`src/rtl/seven_segment_pager.sv`:
```
// Two-digit seven-segment pager: shows a 16-bit word as a high-byte page and a low-byte page,
// each followed by an optional blank gap. New words take effect only at the page-cycle wrap.
//
// state   | meaning
// --------+--------------------------------------------------
// IDLE    | nothing committed, decoders dark
// SHOW_HI | high byte of disp on the digits for HOLD_CYCLES
// GAP_HI  | dark for GAP_CYCLES, page still 0
// SHOW_LO | low byte of disp on the digits for HOLD_CYCLES
// GAP_LO  | dark for GAP_CYCLES, page 1; its end is the wrap
module seven_segment_pager #(
   parameter int HOLD_CYCLES = 25_000_000,
   parameter int GAP_CYCLES  = 2_500_000
) (
   input  logic        clk,
   input  logic        rst,
   input  logic        clear,
   input  logic        load_valid,
   input  logic [15:0] load_data,
   output logic        load_ready,
   output logic [3:0]  digit_left,
   output logic [3:0]  digit_right,
   output logic        blank,
   output logic        page
);

   localparam int MAX_CYCLES = (HOLD_CYCLES > GAP_CYCLES) ? HOLD_CYCLES : GAP_CYCLES;
   localparam int CW = (MAX_CYCLES > 1) ? $clog2(MAX_CYCLES) : 1;
   localparam bit HAS_GAP = (GAP_CYCLES > 0);
   localparam logic [CW-1:0] HOLD_LAST = CW'(HOLD_CYCLES - 1);
   localparam logic [CW-1:0] GAP_LAST  = CW'(HAS_GAP ? GAP_CYCLES - 1 : 0);

   typedef enum logic [2:0] {
      IDLE    = 3'd0,
      SHOW_HI = 3'd1,
      GAP_HI  = 3'd2,
      SHOW_LO = 3'd3,
      GAP_LO  = 3'd4
   } state_t;

   state_t        state, stateNext;
   logic [CW-1:0] cnt, cntNext;
   logic [15:0]   disp, dispNext;
   logic [15:0]   pend, pendNext;
   logic          pendValid, pendValidNext;
   logic          xfer, wrap;
   logic [3:0]    leftNext, rightNext;
   logic          blankNext, pageNext;

   assign load_ready = !pendValid;
   assign xfer       = load_valid && !pendValid;

   always_comb begin
      stateNext     = state;
      cntNext       = cnt;
      dispNext      = disp;
      pendNext      = pend;
      pendValidNext = pendValid;
      wrap          = 1'b0;

      if (clear) begin
         stateNext     = IDLE;
         cntNext       = '0;
         pendValidNext = 1'b0;
      end else begin
         if (state != IDLE && xfer) begin
            pendNext      = load_data;
            pendValidNext = 1'b1;
         end
         case (state)
            IDLE: begin
               if (xfer) begin
                  dispNext  = load_data;
                  cntNext   = '0;
                  stateNext = SHOW_HI;
               end
            end
            SHOW_HI: begin
               if (cnt == HOLD_LAST) begin
                  cntNext   = '0;
                  stateNext = HAS_GAP ? GAP_HI : SHOW_LO;
               end else begin
                  cntNext = cnt + CW'(1);
               end
            end
            GAP_HI: begin
               if (cnt == GAP_LAST) begin
                  cntNext   = '0;
                  stateNext = SHOW_LO;
               end else begin
                  cntNext = cnt + CW'(1);
               end
            end
            SHOW_LO: begin
               if (cnt == HOLD_LAST) begin
                  cntNext = '0;
                  if (HAS_GAP) stateNext = GAP_LO;
                  else         wrap      = 1'b1;
               end else begin
                  cntNext = cnt + CW'(1);
               end
            end
            GAP_LO: begin
               if (cnt == GAP_LAST) begin
                  cntNext = '0;
                  wrap    = 1'b1;
               end else begin
                  cntNext = cnt + CW'(1);
               end
            end
            default: begin
               stateNext = IDLE;
               cntNext   = '0;
            end
         endcase

         // A word offered on the wrap edge with nothing pending goes straight to disp.
         if (wrap) begin
            stateNext     = SHOW_HI;
            pendValidNext = 1'b0;
            if (pendValid)  dispNext = pend;
            else if (xfer)  dispNext = load_data;
         end
      end
   end

   always_comb begin
      leftNext  = 4'h0;
      rightNext = 4'h0;
      blankNext = 1'b1;
      pageNext  = 1'b0;
      case (stateNext)
         SHOW_HI: begin
            leftNext  = dispNext[15:12];
            rightNext = dispNext[11:8];
            blankNext = 1'b0;
         end
         SHOW_LO: begin
            leftNext  = dispNext[7:4];
            rightNext = dispNext[3:0];
            blankNext = 1'b0;
            pageNext  = 1'b1;
         end
         GAP_LO:  pageNext = 1'b1;
         default: pageNext = 1'b0;
      endcase
   end

   always_ff @(posedge clk or posedge rst) begin
      if (rst) begin
         state       <= IDLE;
         cnt         <= '0;
         disp        <= '0;
         pend        <= '0;
         pendValid   <= 1'b0;
         digit_left  <= 4'h0;
         digit_right <= 4'h0;
         blank       <= 1'b1;
         page        <= 1'b0;
      end else begin
         state       <= stateNext;
         cnt         <= cntNext;
         disp        <= dispNext;
         pend        <= pendNext;
         pendValid   <= pendValidNext;
         digit_left  <= leftNext;
         digit_right <= rightNext;
         blank       <= blankNext;
         page        <= pageNext;
      end
   end

endmodule

```
`config.mk`:
```
export PLATFORM = sky130hd
export DESIGN_NAME = seven_segment_pager
export DESIGN_NICKNAME = d
export VERILOG_FILES = /design/src/rtl/seven_segment_pager.sv
export SDC_FILE = /design/constraint.sdc
export NUM_CORES = 1
export LEC_CHECK = 0
export ABC_AREA = 1
export CAP_MARGIN = 15
export CORE_MARGIN = 4
export CORE_UTILIZATION = 40
export DETAILED_ROUTE_END_ITERATION = 7
export HOLD_SLACK_MARGIN = 0.03
export SLEW_MARGIN = 20
export SYNTH_ARGS = -nofsm -noshare
export SYNTH_HDL_FRONTEND = slang
export SYNTH_SLANG_ARGS = --single-unit
```
`constraint.sdc`:
```
create_clock -name clk -period 4.35 [get_ports clk]
set_clock_uncertainty 0.2 [all_clocks]
set_input_delay 0.87 -clock clk [delete_from_list [all_inputs] [get_ports clk]]
set_output_delay 0.87 -clock clk [all_outputs]
set_load 0.01 [all_outputs]
```
; ---- Yosys cells after proc, flatten, opt, wreduce, memory -nomap -nowiden
; Cells that the tools add are included.
[op_classes]
add_sub_neg = 1
n_eq_ne = 10
n_mux = 28
bitwise = 1
n_reduce_logical = 11
[ops]
columns = operator, n
row1 = 25-bit 2-to-1 mux, 4
row2 = 16-bit 2-to-1 mux, 6
row3 = 25-bit case mux with 3 select lines, 1
row4 = "25-bit by 1-bit adder with 25-bit output, second input constant", 1
row5 = "25-bit by 22-bit == test with 1-bit output, second input constant", 1
row6 = "25-bit == test, second input constant", 1
row7 = 3-bit 2-to-1 mux, 6
row8 = 4-bit case mux with 2 select lines, 2
row9 = 3-bit case mux with 5 select lines, 1
row10 = "3-bit by 2-bit == test with 1-bit output, second input constant", 3
row11 = 1-bit 2-to-1 mux, 8
row12 = 2-bit OR reduction, 4
row13 = "3-bit by 1-bit == test with 1-bit output, second input constant", 2
row14 = "3-bit == test, second input constant", 2
row15 = 3-bit nonzero test, 2
row16 = 3-bit zero test, 1
row17 = "3-bit inequality test, second input constant", 1
row18 = 1-bit logical AND, 2
row19 = 2-bit AND reduction, 1
row20 = 1-bit zero test, 1
row21 = 1-bit inverter, 1
[word_totals]
ff_bits = 71
input_bits = 20
out_inout_bits = 11
elab_cells = 60

; ---- Depth between registers and ports, before layout
[logic_depth]
depth_word = 9
depth_mapped = 14
depth_no_buf = 12

; ---- Least setup slack after synthesis
; No wires, ideal clock.
[synth_path]
path_kind = input-to-reg
from = input port clear
to = register digit_right[0]
setup_time_ns = 0.117
arrival_ns = 1.844
required_ns = 4.033
slack_ns = 2.189
stages = 7
n_path_buf = 2
path_cell_list = buf_2 -> inv_2 -> clkbuf_1 -> nand2_1 -> nand3b_4 -> nand3_1 -> nand2_1
[synth_via]
elab_chain_len = 3
elab_cells_between_ends = 5
cone_classes = eq/ne (2) / mux (3)
[synth_rtl]
columns = element, line_no
row1 = from (decl), 17  ; input logic clear,
row2 = 3-bit 2-to-1 mux, 61  ; if (clear) begin
row3 = 3-bit by 2-bit == test with 1-bit output / 3-bit by 1-bit == test with 1-bit output (equally long branches), 132  ; case (stateNext)
row4 = 4-bit case mux with 2 select lines *, 132
row5 = net rightNext[0], 47  ; logic [3:0] leftNext, rightNext;
row6 = to (signal assigned), 167  ; digit_right <= rightNext;
row7 = to (decl), 22  ; output logic [3:0] digit_right,
; The timed path passes the listed nets; every way through them passes the cells marked *.
; A chain may end at the register's enable or synchronous reset.

; ---- Final worst setup path
[layout_path]
from = input port clear
to = register cnt[19]
[layout_via]
elab_chain_len = 1
elab_cells_between_ends = 2
cone_classes = eq/ne (1) / mux (1)
[layout_rtl]
columns = element, line_no
row1 = 3-bit inequality test (no line) / 25-bit 2-to-1 mux (equally long branches), n/a
row2 = to (signal assigned), 162  ; cnt <= cntNext;
row3 = to (decl), 42  ; logic [CW-1:0] cnt, cntNext;
; Several ways; a longest one is shown, not always the timed one.

==> impl_metrics.prom <==
# TYPE chip_impl_metric gauge
chip_impl_info{name="run_status",value="finished, final reports clean"} 1
chip_impl_metric{name="antenna_found_initial",unit=""} 0
chip_impl_metric{name="areaGrowthSynthToFinish",unit="%"} 14.0
chip_impl_metric{name="slowest_cell_delay_on_critical_path",unit="ns"} 0.61
chip_impl_metric{name="synth-warning-count",unit=""} 0
chip_impl_info{name="cell_by_cell_listing_of_the_critical_path",value="clkdlybuf4s50_1 > inv_2 > nand3_2 > nand2_1 > nor2_1 > nand2_1 > nor2_1 > a21oi_1 > nor2_1"} 1
chip_impl_metric{name="transition_time_at_the_pin_with_the_least_slew_margin",unit="ns"} 0.840
chip_impl_info{name="post_synth_main_area_contributors",value="sky130_fd_sc_hd__dfrtp_1, sky130_fd_sc_hd__nand2_1, sky130_fd_sc_hd__o21ai_0"} 1
chip_impl_metric{name="fin_util",unit=""} 0.467
chip_impl_metric{name="finalWirelength",unit="um"} 10500
chip_impl_metric{name="chipHeight",unit="um"} 111
chip_impl_metric{name="dp_hpwl",unit="um"} 7530
chip_impl_info{name="crit_family",value="buffers and inverters"} 1
chip_impl_metric{name="cellLeakagePower",unit="nW"} 2.22
chip_impl_info{name="endpoint_kind",value="flop"} 1
chip_impl_metric{name="ys_ff_latch",unit=""} 71
chip_impl_metric{name="gr-usage-all-layers",unit=""} 0.179
chip_impl_metric{name="share_comb_of_total_power",unit=""} 0.167
chip_impl_metric{name="grt_pass1_vias",unit=""} 3673
chip_impl_metric{name="insertedDiodeCount",unit=""} 0
chip_impl_metric{name="yosys.area.top_type_share",unit=""} 0.416
chip_impl_metric{name="routabilityCongestion",unit=""} 0.918
chip_impl_metric{name="fmax",unit="GHz"} 0.317
chip_impl_metric{name="finalSetupTns",unit="ns"} 0
chip_impl_metric{name="synthesis.area",unit="mm2"} 0.00421
chip_impl_info{name="cts_tree",value="yes"} 1
chip_impl_metric{name="clkSlewWorstSetupHoldPaths",unit="ns"} 0.07
chip_impl_metric{name="top_level_ports",unit=""} 31
chip_impl_info{name="post-synth-top-area-cell",value="sky130_fd_sc_hd__dfrtp_1"} 1
chip_impl_info{name="clockRootBuffer",value="sky130_fd_sc_hd__clkbuf_8"} 1
chip_impl_metric{name="synthDistinctLibCells",unit=""} 35
chip_impl_metric{name="final_design_area_no_fill",unit="mm2"} 0.00480
chip_impl_metric{name="drv_cap",unit=""} 0
chip_impl_metric{name="post_cts_buffers",unit=""} 0
chip_impl_metric{name="post_route_cells_drive_above_1_share",unit=""} 0.108
chip_impl_metric{name="routedWlPerCell",unit="um"} 14.0
chip_impl_metric{name="ant_nets",unit=""} 0
chip_impl_metric{name="worstPathArrival",unit="ns"} 3.20
chip_impl_info{name="hold_path_class",value="reg -> reg"} 1
chip_impl_metric{name="drt_pass1_iterations",unit=""} 5
chip_impl_info{name="crit_top_cell",value="sky130_fd_sc_hd__nor2_1"} 1
chip_impl_metric{name="vdd_drop_max",unit="V"} 0.000175
chip_impl_metric{name="die-width",unit="um"} 111
chip_impl_metric{name="h-tree-depth",unit=""} 3
chip_impl_info{name="timing.critical_path.from_type",value="input port"} 1
chip_impl_info{name="worstSetupPathType",value="in -> reg"} 1
chip_impl_metric{name="placement_rows",unit=""} 37
chip_impl_metric{name="cts.sinks",unit=""} 71
chip_impl_metric{name="routed_via_density",unit=""} 5.12
chip_impl_metric{name="post_cts_resize_count",unit=""} 0
chip_impl_metric{name="drc_violations",unit=""} 0
chip_impl_metric{name="worst_slew_margin_rel",unit=""} 0.439
chip_impl_metric{name="numPortBuffers",unit=""} 30
chip_impl_metric{name="cts_max_path_buffers",unit=""} 2
chip_impl_metric{name="drt-initial-drc-count",unit=""} 203
chip_impl_metric{name="post-route-min-period",unit="ns"} 3.16
chip_impl_metric{name="power.share.switching",unit=""} 0.291
chip_impl_metric{name="cts_buffers",unit=""} 9
chip_impl_metric{name="final_nets",unit=""} 634
chip_impl_metric{name="placed_area",unit="mm2"} 0.00459
chip_impl_metric{name="synth.net_count",unit=""} 610
chip_impl_metric{name="p_int",unit="mW"} 1.14
chip_impl_info{name="critical_path_top_delay_cell",value="sky130_fd_sc_hd__clkdlybuf4s50_1"} 1
chip_impl_metric{name="final_max_slew_viol_count",unit=""} 0
chip_impl_metric{name="r2r_slack",unit="ns"} 1.85
chip_impl_metric{name="grt_remaining_overflow",unit=""} 0
chip_impl_metric{name="final-hold-violation-count",unit=""} 0
chip_impl_metric{name="vias",unit=""} 3860
chip_impl_metric{name="timing.critical_path.buf_inv",unit=""} 2
chip_impl_metric{name="grt_start_max_net_pins",unit=""} 40
chip_impl_metric{name="initial_utilization",unit=""} 0.410
chip_impl_metric{name="timing.critical_path.fanout_max",unit=""} 37
chip_impl_metric{name="cp.required",unit="ns"} 4.39
chip_impl_metric{name="core_region_area",unit="mm2"} 0.0103
chip_impl_metric{name="psw",unit="mW"} 0.469
chip_impl_metric{name="seq_power_share",unit=""} 0.487
chip_impl_metric{name="die_area",unit="mm2"} 0.0122
chip_impl_info{name="setup_repair_after_global_routing_missed_its_margin",value="no"} 1
chip_impl_metric{name="clock_network_fraction_of_design_power",unit=""} 0.346
chip_impl_metric{name="setup_violations",unit=""} 0
chip_impl_metric{name="gate_count_post_synth",unit=""} 589
chip_impl_metric{name="syn_avg_cell_area",unit="um2"} 7.15
chip_impl_metric{name="pwr_density_cell",unit="mW/mm2"} 335
chip_impl_metric{name="timing.final.crit_share",unit=""} 0.726
chip_impl_metric{name="postCtsHoldBufs",unit=""} 0
chip_impl_metric{name="clk_latency",unit="ns"} 0.35
chip_impl_metric{name="synth-seq-area-share",unit=""} 0.422
chip_impl_metric{name="wire_length_of_the_first_global_routing_pass",unit="um"} 18000
per-stage QoR:
step | hold WS (ns) | instances | worst slack, ns | total power, mW
final | 0.269 | 754 | 1.19 | 1.61
after floorplan | 0.236 | 589 | 1.49 | 0.978
after CTS | 0.272 | 754 | 1.23 | 1.63
after detailed placement | 0.262 | 738 | 0.860 | 1.07
after global placement | 0.264 | 738 | 0.907 | 1.06
after global routing | 0.292 | 754 | 0.982 | 1.71
path summary, 6_finish.rpt:
check	start	endpoint	cells past startpoint
setup / recovery	clear	cnt[19]	9
hold / removal	cnt[17]	cnt[17]	1
setup reg to reg	cnt[0]	cnt[6]	10
hold reg to reg	cnt[17]	cnt[17]	1
max in group asynchronous	rst	cnt[12]	3
min in group asynchronous	rst	disp[6]	2
cell type report:
| cell class | instances | area, um2 |
|---|---|---|
| fillers | 1051 | 5480 |
| multi-input cells | 435 | 2080 |
| flip-flops and latches | 71 | 1780 |
| repair buffers | 35 | 338 |
| inverters | 61 | 230 |
| well taps | 136 | 170 |
| clock buffers | 11 | 151 |
| clock inverters | 5 | 56.3 |
cell usage after synthesis:
cell                       number
sky130_fd_sc_hd__buf_12         1
sky130_fd_sc_hd__nand2_4        1
sky130_fd_sc_hd__buf_1          2
sky130_fd_sc_hd__nand2_2        7
sky130_fd_sc_hd__nand3_1       57
sky130_fd_sc_hd__or2_2         13
sky130_fd_sc_hd__dfrtp_1       70
sky130_fd_sc_hd__mux2i_1        1
sky130_fd_sc_hd__nor4_1         1
sky130_fd_sc_hd__nand2_1      147
sky130_fd_sc_hd__xnor2_1        2
sky130_fd_sc_hd__inv_2          7
sky130_fd_sc_hd__inv_1         53
sky130_fd_sc_hd__nand3b_4       1
sky130_fd_sc_hd__clkinv_2       1
sky130_fd_sc_hd__buf_6          2
sky130_fd_sc_hd__a21oi_1       11
sky130_fd_sc_hd__xor2_1        10
sky130_fd_sc_hd__ha_1           1
sky130_fd_sc_hd__dfstp_2        1
sky130_fd_sc_hd__nor2_2         6
sky130_fd_sc_hd__a31o_2         1
sky130_fd_sc_hd__o22ai_1        2
sky130_fd_sc_hd__a31oi_1        2
sky130_fd_sc_hd__nor3_1        13
sky130_fd_sc_hd__nand3_2        3
sky130_fd_sc_hd__o21ai_0       63
sky130_fd_sc_hd__nand4_1       10
sky130_fd_sc_hd__nor2_1        77
sky130_fd_sc_hd__o21ai_1        2
sky130_fd_sc_hd__buf_2         10
sky130_fd_sc_hd__nor2_4         2
sky130_fd_sc_hd__nand3_4        1
sky130_fd_sc_hd__clkbuf_1       7
sky130_fd_sc_hd__nor3_2         1
cell families after synthesis:
family	share of synthesized area
and+or+nand+nor	0.364
DFF	0.422
xor gates and xnor gates	0.0250
buffers and inverters	0.0847
adders and majority gates	0.00297
muxes	0.00238
AOI/OAI and AO/OA	0.0984
placed cells by master, fill, tap and decap left out, drive strengths merged, types with 2 or more instances in the layout:
master	netlist	routed
clkdlybuf4s50	0	30
buf	15	5
o21ai	65	65
inv	60	60
or2	13	13
clkinv	1	4
xor2	10	10
nor3	14	14
nor2	85	85
nand4	10	10
nand2	155	155
nand3	61	61
xnor2	2	2
a21oi	11	11
dfrtp	70	70
clkbuf	7	11
o22ai	2	2
a31oi	2	2
layer usage:
| metal | part of all wire | vias up | GRT usage |
|---|---|---|---|
| met3 | 0.049 | 16 | 0.0334 |
| met4 | 0.019 | 0 | 0.0731 |
| met1 | 0.48 | 1814 | 0.252 |
| li1 | - | 1951 | - |
| met5 | 0 | - | 0 |
| met2 | 0.45 | 79 | 0.269 |
worst reg2reg max path: stages (launching register included):
cell and delay [ns]:
sky130_fd_sc_hd__dfrtp_1 0.38, sky130_fd_sc_hd__ha_1 0.20, sky130_fd_sc_hd__nand3_1 0.14, sky130_fd_sc_hd__inv_1 0.14, sky130_fd_sc_hd__nand3_1 0.10, sky130_fd_sc_hd__nor2_2 0.50
sky130_fd_sc_hd__o21ai_1 0.14, sky130_fd_sc_hd__nand2_2 0.17, sky130_fd_sc_hd__nand2_2 0.10, sky130_fd_sc_hd__clkinv_2 0.21, sky130_fd_sc_hd__nor3_1 0.08
power by group through the flow:
stage          combinational, mW  sequential [mW]  clock, mW
5_1_grt                    0.312            0.794      0.601
3_5_place_dp               0.272            0.795          0
2_1_floorplan              0.193            0.785          0
4_1_cts                    0.272            0.784      0.572
3_3_place_gp               0.268            0.793          0
6_report                   0.269            0.784      0.557
state kept, by name (all words and copies together), names as in the netlist:
name / count
cnt: 25
disp: 16
pend: 16
digit_left: 4
digit_right: 4
state: 3
blank: 1
page: 1
pendValid: 1
No activity file was read; power rests on OpenSTA's default activity.
